==> src/rtl/ps2_cmd_decoder_if.sv <==
// Byte stream from PS2_Controller and game-command outputs toward game_control_unit.
interface ps2_cmd_decoder_if;
  logic [7:0] rx_data;
  logic       rx_valid;
  logic       rotate;
  logic       left;
  logic       right;
  logic       down;
  logic [3:0] key_held;
  logic [7:0] last_code;

  modport master (
    output rx_data, rx_valid,
    input  rotate, left, right, down, key_held, last_code
  );

  modport slave (
    input  rx_data, rx_valid,
    output rotate, left, right, down, key_held, last_code
  );
endinterface

==> src/rtl/ps2_cmd_decoder.sv <==
// PS/2 scancode parser (E0/F0 prefixes) producing one-hot held game commands
// with held-key tracking and single-slot auto-repeat for down/left/right.
module ps2_cmd_decoder #(
  parameter int unsigned HOLD_CYCLES    = 1_800_000,
  parameter int unsigned REPEAT_DELAY   = 50_000_000,
  parameter int unsigned REPEAT_PERIOD  = 10_000_000,
  parameter int unsigned PREFIX_TIMEOUT = 2_000_000,
  parameter logic [7:0]  KEY_ROT        = 8'h1D,
  parameter logic [7:0]  KEY_DOWN       = 8'h1B,
  parameter logic [7:0]  KEY_LEFT       = 8'h1C,
  parameter logic [7:0]  KEY_RIGHT      = 8'h23,
  parameter logic [7:0]  EXT_ROT        = 8'h75,
  parameter logic [7:0]  EXT_DOWN       = 8'h72,
  parameter logic [7:0]  EXT_LEFT       = 8'h6B,
  parameter logic [7:0]  EXT_RIGHT      = 8'h74
) (
  input  logic               clk,
  input  logic               rst,
  ps2_cmd_decoder_if.slave   bus
);

  localparam int unsigned MAX_A = (HOLD_CYCLES > REPEAT_DELAY) ? HOLD_CYCLES : REPEAT_DELAY;
  localparam int unsigned MAX_B = (REPEAT_PERIOD > PREFIX_TIMEOUT) ? REPEAT_PERIOD : PREFIX_TIMEOUT;
  localparam int unsigned MAX_P = (MAX_A > MAX_B) ? MAX_A : MAX_B;
  localparam int unsigned CW    = $clog2(MAX_P) + 1;

  localparam logic [CW-1:0] HOLD_LD   = CW'(HOLD_CYCLES - 1);
  localparam logic [CW-1:0] DELAY_LD  = CW'(REPEAT_DELAY - 1);
  localparam logic [CW-1:0] PERIOD_LD = CW'(REPEAT_PERIOD);
  localparam logic [CW-1:0] PFX_LAST  = CW'(PREFIX_TIMEOUT - 1);
  localparam logic [CW-1:0] CNT_ONE   = CW'(1);
  localparam logic [CW-1:0] CNT_MAX   = '1;

  // Key vectors are {rot, down, left, right}; rotate is excluded from repeat.
  localparam logic [3:0] REPEATABLE = 4'b0111;

  typedef enum logic [1:0] {
    S_IDLE,
    S_EXT,
    S_BRK,
    S_EXT_BRK
  } state_t;

  state_t        state, state_n;
  logic          ev_make, ev_break, ev_ext;
  logic [3:0]    key_oh;
  logic          press_new, release_key, slot_release;
  logic          rep_fire;
  logic [3:0]    fire_vec;

  logic [CW-1:0] pfx_cnt;
  logic [CW-1:0] hold_cnt;
  logic [CW-1:0] rep_cnt;
  logic [3:0]    cmd;
  logic [3:0]    held;
  logic [3:0]    slot;
  logic [7:0]    last_byte;

  function automatic logic [3:0] key_map(input logic ext, input logic [7:0] code);
    logic [3:0] k;
    k = '0;
    if (ext) begin
      if      (code == EXT_ROT)   k = 4'b1000;
      else if (code == EXT_DOWN)  k = 4'b0100;
      else if (code == EXT_LEFT)  k = 4'b0010;
      else if (code == EXT_RIGHT) k = 4'b0001;
    end else begin
      if      (code == KEY_ROT)   k = 4'b1000;
      else if (code == KEY_DOWN)  k = 4'b0100;
      else if (code == KEY_LEFT)  k = 4'b0010;
      else if (code == KEY_RIGHT) k = 4'b0001;
    end
    return k;
  endfunction

  always_ff @(posedge clk or posedge rst) begin
    if (rst) state <= S_IDLE;
    else     state <= state_n;
  end

  always_comb begin
    state_n  = state;
    ev_make  = 1'b0;
    ev_break = 1'b0;
    ev_ext   = 1'b0;
    if (bus.rx_valid) begin
      case (state)
        S_IDLE: begin
          if      (bus.rx_data == 8'hF0) state_n = S_BRK;
          else if (bus.rx_data == 8'hE0) state_n = S_EXT;
          else                           ev_make = 1'b1;
        end
        S_EXT: begin
          if (bus.rx_data == 8'hF0) begin
            state_n = S_EXT_BRK;
          end else begin
            ev_make = 1'b1;
            ev_ext  = 1'b1;
            state_n = S_IDLE;
          end
        end
        S_BRK: begin
          ev_break = 1'b1;
          state_n  = S_IDLE;
        end
        S_EXT_BRK: begin
          ev_break = 1'b1;
          ev_ext   = 1'b1;
          state_n  = S_IDLE;
        end
        default: state_n = S_IDLE;
      endcase
    end else if (state != S_IDLE && pfx_cnt >= PFX_LAST) begin
      state_n = S_IDLE;
    end
  end

  always_comb begin
    key_oh       = key_map(ev_ext, bus.rx_data);
    press_new    = ev_make && (key_oh != '0) && ((key_oh & held) == '0);
    release_key  = ev_break && (key_oh != '0);
    slot_release = release_key && ((key_oh & slot) != '0);
    // A release of the slot key in the same cycle suppresses its due repeat.
    rep_fire     = (slot != '0) && (rep_cnt <= CNT_ONE) && !slot_release;
    fire_vec     = '0;
    if (press_new)     fire_vec = key_oh;
    else if (rep_fire) fire_vec = slot;
  end

  always_ff @(posedge clk or posedge rst) begin
    if (rst) begin
      pfx_cnt <= '0;
    end else if (state == S_IDLE || bus.rx_valid) begin
      pfx_cnt <= '0;
    end else if (pfx_cnt != CNT_MAX) begin
      pfx_cnt <= pfx_cnt + CNT_ONE;
    end
  end

  always_ff @(posedge clk or posedge rst) begin
    if (rst) begin
      held <= '0;
    end else if (press_new) begin
      held <= held | key_oh;
    end else if (release_key) begin
      held <= held & ~key_oh;
    end
  end

  always_ff @(posedge clk or posedge rst) begin
    if (rst) begin
      cmd      <= '0;
      hold_cnt <= '0;
    end else if (fire_vec != '0) begin
      cmd      <= fire_vec;
      hold_cnt <= HOLD_LD;
    end else if (hold_cnt != '0) begin
      hold_cnt <= hold_cnt - CNT_ONE;
    end else begin
      cmd      <= '0;
    end
  end

  // Repeat counter counts down to the next due fire; it reloads on a due fire
  // even when that fire lost to a press, so the cadence is unchanged.
  always_ff @(posedge clk or posedge rst) begin
    if (rst) begin
      slot    <= '0;
      rep_cnt <= '0;
    end else if (press_new && ((key_oh & REPEATABLE) != '0)) begin
      slot    <= key_oh;
      rep_cnt <= DELAY_LD;
    end else if (slot_release) begin
      slot    <= '0;
      rep_cnt <= '0;
    end else if (slot != '0) begin
      if (rep_cnt <= CNT_ONE) rep_cnt <= PERIOD_LD;
      else                    rep_cnt <= rep_cnt - CNT_ONE;
    end
  end

  always_ff @(posedge clk or posedge rst) begin
    if (rst)               last_byte <= '0;
    else if (bus.rx_valid) last_byte <= bus.rx_data;
  end

  assign bus.rotate    = cmd[3];
  assign bus.down      = cmd[2];
  assign bus.left      = cmd[1];
  assign bus.right     = cmd[0];
  assign bus.key_held  = held;
  assign bus.last_code = last_byte;

endmodule

==> src/flat_wrapper.sv <==
// flat-port wrapper written by rule: the top's interface ports become plain ports
module ps2_cmd_decoder_flat 
#(
  parameter int unsigned HOLD_CYCLES    = 1_800_000,
  parameter int unsigned REPEAT_DELAY   = 50_000_000,
  parameter int unsigned REPEAT_PERIOD  = 10_000_000,
  parameter int unsigned PREFIX_TIMEOUT = 2_000_000,
  parameter logic [7:0]  KEY_ROT        = 8'h1D,
  parameter logic [7:0]  KEY_DOWN       = 8'h1B,
  parameter logic [7:0]  KEY_LEFT       = 8'h1C,
  parameter logic [7:0]  KEY_RIGHT      = 8'h23,
  parameter logic [7:0]  EXT_ROT        = 8'h75,
  parameter logic [7:0]  EXT_DOWN       = 8'h72,
  parameter logic [7:0]  EXT_LEFT       = 8'h6B,
  parameter logic [7:0]  EXT_RIGHT      = 8'h74
)
  (clk, rst, bus_rx_data, bus_rx_valid, bus_rotate, bus_left, bus_right, bus_down, bus_key_held, bus_last_code);
  ps2_cmd_decoder_if bus_i ();
  input  logic clk;
  input  logic rst;
  input wire logic [$bits(bus_i.rx_data)-1:0] bus_rx_data;
  input wire logic [$bits(bus_i.rx_valid)-1:0] bus_rx_valid;
  output wire logic [$bits(bus_i.rotate)-1:0] bus_rotate;
  output wire logic [$bits(bus_i.left)-1:0] bus_left;
  output wire logic [$bits(bus_i.right)-1:0] bus_right;
  output wire logic [$bits(bus_i.down)-1:0] bus_down;
  output wire logic [$bits(bus_i.key_held)-1:0] bus_key_held;
  output wire logic [$bits(bus_i.last_code)-1:0] bus_last_code;
  assign bus_i.rx_data = bus_rx_data;
  assign bus_i.rx_valid = bus_rx_valid;
  assign bus_rotate = bus_i.rotate;
  assign bus_left = bus_i.left;
  assign bus_right = bus_i.right;
  assign bus_down = bus_i.down;
  assign bus_key_held = bus_i.key_held;
  assign bus_last_code = bus_i.last_code;
  ps2_cmd_decoder #(.HOLD_CYCLES(HOLD_CYCLES), .REPEAT_DELAY(REPEAT_DELAY), .REPEAT_PERIOD(REPEAT_PERIOD), .PREFIX_TIMEOUT(PREFIX_TIMEOUT), .KEY_ROT(KEY_ROT), .KEY_DOWN(KEY_DOWN), .KEY_LEFT(KEY_LEFT), .KEY_RIGHT(KEY_RIGHT), .EXT_ROT(EXT_ROT), .EXT_DOWN(EXT_DOWN), .EXT_LEFT(EXT_LEFT), .EXT_RIGHT(EXT_RIGHT)) u_core (.clk(clk), .rst(rst), .bus(bus_i));
endmodule
==> config.mk <==
export PLATFORM = sky130hd
export DESIGN_NAME = ps2_cmd_decoder_flat
export DESIGN_NICKNAME = d
export VERILOG_FILES = /design/src/rtl/ps2_cmd_decoder_if.sv /design/src/rtl/ps2_cmd_decoder.sv /design/src/flat_wrapper.sv
export SDC_FILE = /design/constraint.sdc
export NUM_CORES = 1
export LEC_CHECK = 0
export CAP_MARGIN = 40
export CORE_ASPECT_RATIO = 0.8
export CORE_MARGIN = 1
export CORE_UTILIZATION = 55
export DETAILED_ROUTE_END_ITERATION = 8
export GPL_ROUTABILITY_DRIVEN = 0
export PLACE_DENSITY = 0.76
export SLEW_MARGIN = 20
export SYNTH_ARGS = -nofsm -noshare
export SYNTH_HDL_FRONTEND = slang
export SYNTH_SLANG_ARGS = --single-unit
==> constraint.sdc <==
create_clock -name clk -period 3.3 [get_ports clk]
set_clock_uncertainty 0.15 [all_clocks]
set_input_delay 0.66 -clock clk [delete_from_list [all_inputs] [get_ports clk]]
set_output_delay 0.66 -clock clk [all_outputs]
set_load 0.05 [all_outputs]
Word level (Yosys, flattened, before mapping)
Cells that the tools add are included.

Register bits after elaboration: 103. Bits in latches: 0. Bits in writable memories: 0. ROM bits: 0. Output and inout port bits: 16. Logic and storage cells: 101. Memories: 0.

$add $sub $neg: 3. $mul: 0. Div/mod/pow operators: 0. Order comparisons: 2. Equality and inequality tests: 16. Shifts and indexed selects: 0. Multiplexer cells: 40. Bitwise operators: 5. Reduce and logical (&&, ||, !) cells: 27.

Operator list (count): $mux 27 (8); $mux 4 (15); $sub 27x1->27 const B (2); $eq 8x7->1 const B (4); $add 27x1->27 const B (1); $ge 27x21->1 const B (1); $le 27x1->1 const B (1); $ne 27x27->1 const B (1); $reduce_bool 27->1 (1); $eq 8x5->1 const B (3); $reduce_bool 4->1 (5); $eq 8x8->1 const B (2); $and 4x4->4 (3); $reduce_bool 2->1 (6); $mux 2 (5); $mux 1 (9); $eq 8x6->1 const B (1); $logic_and 1x1->1 (8); $pmux 2 s3 (1); $eq 2x2->1 const B (2); $logic_not 4->1 (1); $ne 4x2->1 const B (1); $not 4->4 (1); $or 4x4->4 (1); other kinds (9) (10).

Depth between registers and ports, before layout
Depth in word-level cells: 15. Gate-level depth with buffers: 11. Depth with buffers taken out: 9.

Worst setup path after synthesis
OpenSTA, ideal clock, no wires.

Kind: in2reg. From: in bus_rx_data[7]. To: reg u_core.rep_cnt[19]. Setup time: 135 ps. Data arrival time: 2588 ps. Data required time: 3015 ps. Slack: 427 ps. Stages on the path: 9. Cell sequence: clkbuf_1 or4b_1 nor3b_1 mux2i_2 o2111a_2 and3_1 clkbuf_1 a31oi_2 o211ai_1.

Word-level cells in the longest chain between the ends: 11.

RTL lines: start, declared (line flat_wrapper.sv:21) `input wire logic [$bits(bus_i.rx_data)-1:0] bus_rx_data;`; $eq 8x6->1 or $eq 8x7->1 (tied branches) (line ps2_cmd_decoder.sv:71, ps2_cmd_decoder.sv:66); $mux 1, on equally long branches (line ps2_cmd_decoder.sv:71, ps2_cmd_decoder.sv:66); $mux 4, on equally long branches (line ps2_cmd_decoder.sv:70, ps2_cmd_decoder.sv:65); $mux 4, on equally long branches (line ps2_cmd_decoder.sv:69, ps2_cmd_decoder.sv:64); $mux 4, on equally long branches (line ps2_cmd_decoder.sv:68, ps2_cmd_decoder.sv:63); $mux 4 (line ps2_cmd_decoder.sv:62) `if (ext) begin`; $and 4x4->4, or another cell as far along (line ps2_cmd_decoder.sv:122) `slot_release = release_key && ((key_oh & slot) != '0);`; $reduce_bool 4->1, or another cell as far along (line ps2_cmd_decoder.sv:122); $logic_and 1x1->1, on equally long branches (line ps2_cmd_decoder.sv:122, ps2_cmd_decoder.sv:120); $mux 27 or $logic_and 1x1->1 (tied branches) (line ps2_cmd_decoder.sv:173, ps2_cmd_decoder.sv:170); $mux 27 or $reduce_bool 3->1 (tied branches); end signal, assigned (line ps2_cmd_decoder.sv:178) `else rep_cnt <= rep_cnt - CNT_ONE;`; end, declared (line ps2_cmd_decoder.sv:53) `logic [CW-1:0] rep_cnt;`.

Parallel ways exist; a longest one is shown, timed or not. A chain may end at the register's enable or synchronous reset.

Worst setup path after layout
From: in bus_rx_data[0]. To: reg u_core.rep_cnt[17].

Same word-level chain as after synthesis.

==> impl_metrics.env <==
export IMPL_cts_hold_buf=0
export IMPL_hold_viol=0
export IMPL_vias_per_cell=5.987
export IMPL_cts_buffers=9
export IMPL_final_util=0.6750
export IMPL_synthTopCellsByArea="dfrtp_1 (43%), xor2_1 (4.7%), nor2_1 (3.9%)"
export IMPL_cts_sinks=103
export IMPL_r2r_setup_slack_ns=0.43
export IMPL_synth_xor_area_frac=0.07236
export IMPL_drt_total_wl_um=13970
export IMPL_synth_compound_gate_area_share=0.1241
export IMPL_min_path_type="register to register"
export IMPL_crit_slowest_cell="clkdlybuf4s50_1"
export IMPL_numPortBuffers=26
export IMPL_vias=5017
export IMPL_ir_drop_mv=0.3518
export IMPL_synth_seq_cells=103
export IMPL_slew_viol_final=0
export IMPL_critPathLaunchType="input pin"
export IMPL_fin_nets=708
export IMPL_period_needed_ns=3.204
export IMPL_start_util=0.5723
export IMPL_p_per_area_mw_per_mm2=520.1
export IMPL_dr_pass1_iters=5
export IMPL_crit_chain="clkdlybuf4s50_1 -> nor4b_4 -> a41oi_4 -> buf_4 -> a211oi_1 -> o21ai_1 -> a31oi_2 -> buf_12 -> nand3_1 -> o211ai_1"
export IMPL_async_reset_ff_frac=1.000
export IMPL_synth_area_per_cell_sq_um=9.325
export IMPL_yosys_area_share_simple=0.2884
export IMPL_critPathTopFamily="compound AO/OA/AOI/OAI gates"
export IMPL_reg2reg_from="u_core.rep_cnt[19]"
export IMPL_reg2reg_depth=7
export IMPL_synth_common_cells="dfrtp_1 (103), nor2_1 (61), nand2_1 (55)"
export IMPL_post_place_ws_ns=-0.3336
export IMPL_slowest_delay_ns=0.46
export IMPL_yosys_warnings=0
export IMPL_root_buffer="clkbuf_16"
export IMPL_ant_nets=0
export IMPL_required_ns=3.40
export IMPL_yosys_most_used_dff="dfrtp_1"
export IMPL_cts_tree="done"
export IMPL_clkLatencyLatePin_ns=0.35
export IMPL_p_leak_nw=2.848
export IMPL_critPathKind="input pin to register"
export IMPL_synth_most_common_cell="dfrtp_1"
export IMPL_synth_cells=636
export IMPL_cts_htree_levels=3
export IMPL_boundaryPins=27
export IMPL_num_rows=33
export IMPL_grt_use_total=0.2649
export IMPL_synth_fa_ha_area_frac=0.008439
export IMPL_drtIter0Drc=506
export IMPL_end_kind="register"
export IMPL_drc_errors=0
export IMPL_cap_violations=0
export IMPL_cts_path_max_buffers=2
export IMPL_gr_total_overflow=0
export IMPL_synth_edf_count=0
export IMPL_grt_setup_unrepaired="yes"
export IMPL_post_synth_top_area_fraction=0.4346
export IMPL_crit_fanout=16
export IMPL_synthesis_area_sq_mm=0.005931
export IMPL_synth_cell_type_count=74
export IMPL_dieArea_sq_mm=0.01121
export IMPL_routedWlPerCell_um=16.67
export IMPL_grt_max_degree=44
export IMPL_die_y_um=94.88
export IMPL_worstMarginPinSlew_ns=0.8117
export IMPL_synth_mux_area_frac=0.03439
export IMPL_antenna_found_initial=0
export IMPL_syn_nets=651
export IMPL_timing_final_ws_setup_ns=0.09563
export IMPL_critPathBufInv=3
export IMPL_area_growth_pct=17.95
export IMPL_fmax_mhz=312.1
export IMPL_yosysSeqAreaShare=0.4346
export IMPL_finalCritPeriodShare=0.9710
export IMPL_synth_top_area_cell="dfrtp_1"
export IMPL_whs_path_depth=2
export IMPL_worstPathArrival_ns=3.30
export IMPL_synth_top_family_by_area="simple AND/OR/NAND/NOR gates"
export IMPL_drive_gt1_frac=0.1719
export IMPL_grt_pass1_vias=4848
export IMPL_min_to="u_core.hold_cnt[12]"
export IMPL_die_w_um=118.1
export IMPL_grt_pass1_wl_um=23780
export IMPL_status="finished clean"
export IMPL_dp_hpwl_um=9888
export IMPL_slew_headroom=0.4563
export IMPL_num_antenna_cells=0
export IMPL_core_area_sq_mm=0.01036
export IMPL_hp_start="u_core.hold_cnt[12]"
export IMPL_path_clk_slew_ns=0.07
export IMPL_final_setup_viol_count=0
export IMPL_r2r_end="u_core.cmd[0]"
registers in the layout, indices dropped and copies added (netlist names), named ones only:
register              flops
u_core.bus.last_code      8
u_core.pfx_cnt           27
u_core.slot               4
u_core.hold_cnt          27
u_core.rep_cnt           27
u_core.state              2
u_core.cmd                4
per-layer routing:
| metal | global-route usage | vias to the layer above | share of wire |
|---|---|---|---|
| li1 | - | 2395 | - |
| met1 | 0.3832 | 2442 | 0.48 |
| met2 | 0.4049 | 158 | 0.45 |
| met3 | 0.04771 | 22 | 0.059 |
| met4 | 0.08013 | 0 | 0.012 |
| met5 | 0 | - | 0 |
kinds of logic (layout without fill, tap and decap cells):
kind of cell	after synthesis	after routing
buffers and inverters	50	112
AO/OA/AOI/OAI	107	107
flip-flops	103	103
AND/OR/NAND/NOR	304	304
adder cells (fa/ha/maj)	4	4
XOR/XNOR	49	49
multiplexers	19	19
worst max-delay path by stage:
stage | start | to | slack (ns) | cells after the start
after floorplan | bus_rx_data[7] | u_core.rep_cnt[19] | 0.43 | 9
after global placement | bus_rx_data[5] | u_core.rep_cnt[8] | -0.20 | 8
after detailed placement | bus_rx_data[0] | u_core.rep_cnt[8] | -0.33 | 8
after CTS | bus_rx_data[0] | u_core.rep_cnt[11] | 0.006 | 8
after global routing | bus_rx_data[0] | u_core.rep_cnt[4] | -0.01 | 9
final | bus_rx_data[0] | u_core.rep_cnt[17] | 0.1 | 10
power by group:
part | internal (mW) | switching, mW | leakage, nW
clock | 0.671 | 0.479 | 0.157
sequential | 1.45 | 0.194 | 1.31
combinational | 0.355 | 0.493 | 1.38
layout by cell type (no fill, tap or decap), types with 11 or more instances in the layout:
cell,Yosys,layout
a21oi_1,24,24
and3_1,11,11
buf_4,0,41
clkdlybuf4s50_1,0,26
dfrtp_1,103,103
inv_1,23,22
nand2_1,55,54
nand2_2,11,12
nand3_1,33,32
nand4_1,13,13
nor2_1,61,61
nor3_1,17,17
o21ai_0,25,24
or3_1,14,14
xnor2_1,17,17
xor2_1,32,32
area by class of cell:
class / count / area, sq um
fillers: 804 / 3368
multi-input cells: 483 / 3153
flip-flops and latches: 103 / 2577
repair buffers: 73 / 679.4
clock buffers: 10 / 229.0
well taps: 140 / 175.2
clock inverters: 6 / 91.34
inverters: 23 / 90.09
repair_timing:
item,CTS,global route
setup endpoints to repair,0,11
setup buffers,0,0
resized for setup,0,4
worst register-to-register path: stages (launching register included):
cell,delay [ns]
dfrtp_1,0.45
nor4_4,0.38
nand2_2,0.11
or3_4,0.38
or4_4,0.54
a211oi_4,0.29
mux2_1,0.36
mux2i_1,0.14
per-stage QoR:
step	total power, mW	instance area, sq um	hold slack (ns)	TNS (ns)	instances
after floorplan	2.227	5934	0.3109	0	636
after global placement	2.441	6650	0.3305	-2.654	821
after detailed placement	2.484	6661	0.3494	-7.692	822
after CTS	3.645	6982	0.3690	0	838
after global routing	3.826	6995	0.3967	-0.01795	838
final	3.638	6995	0.3643	0	838
(Power assumes the default switching activity.)
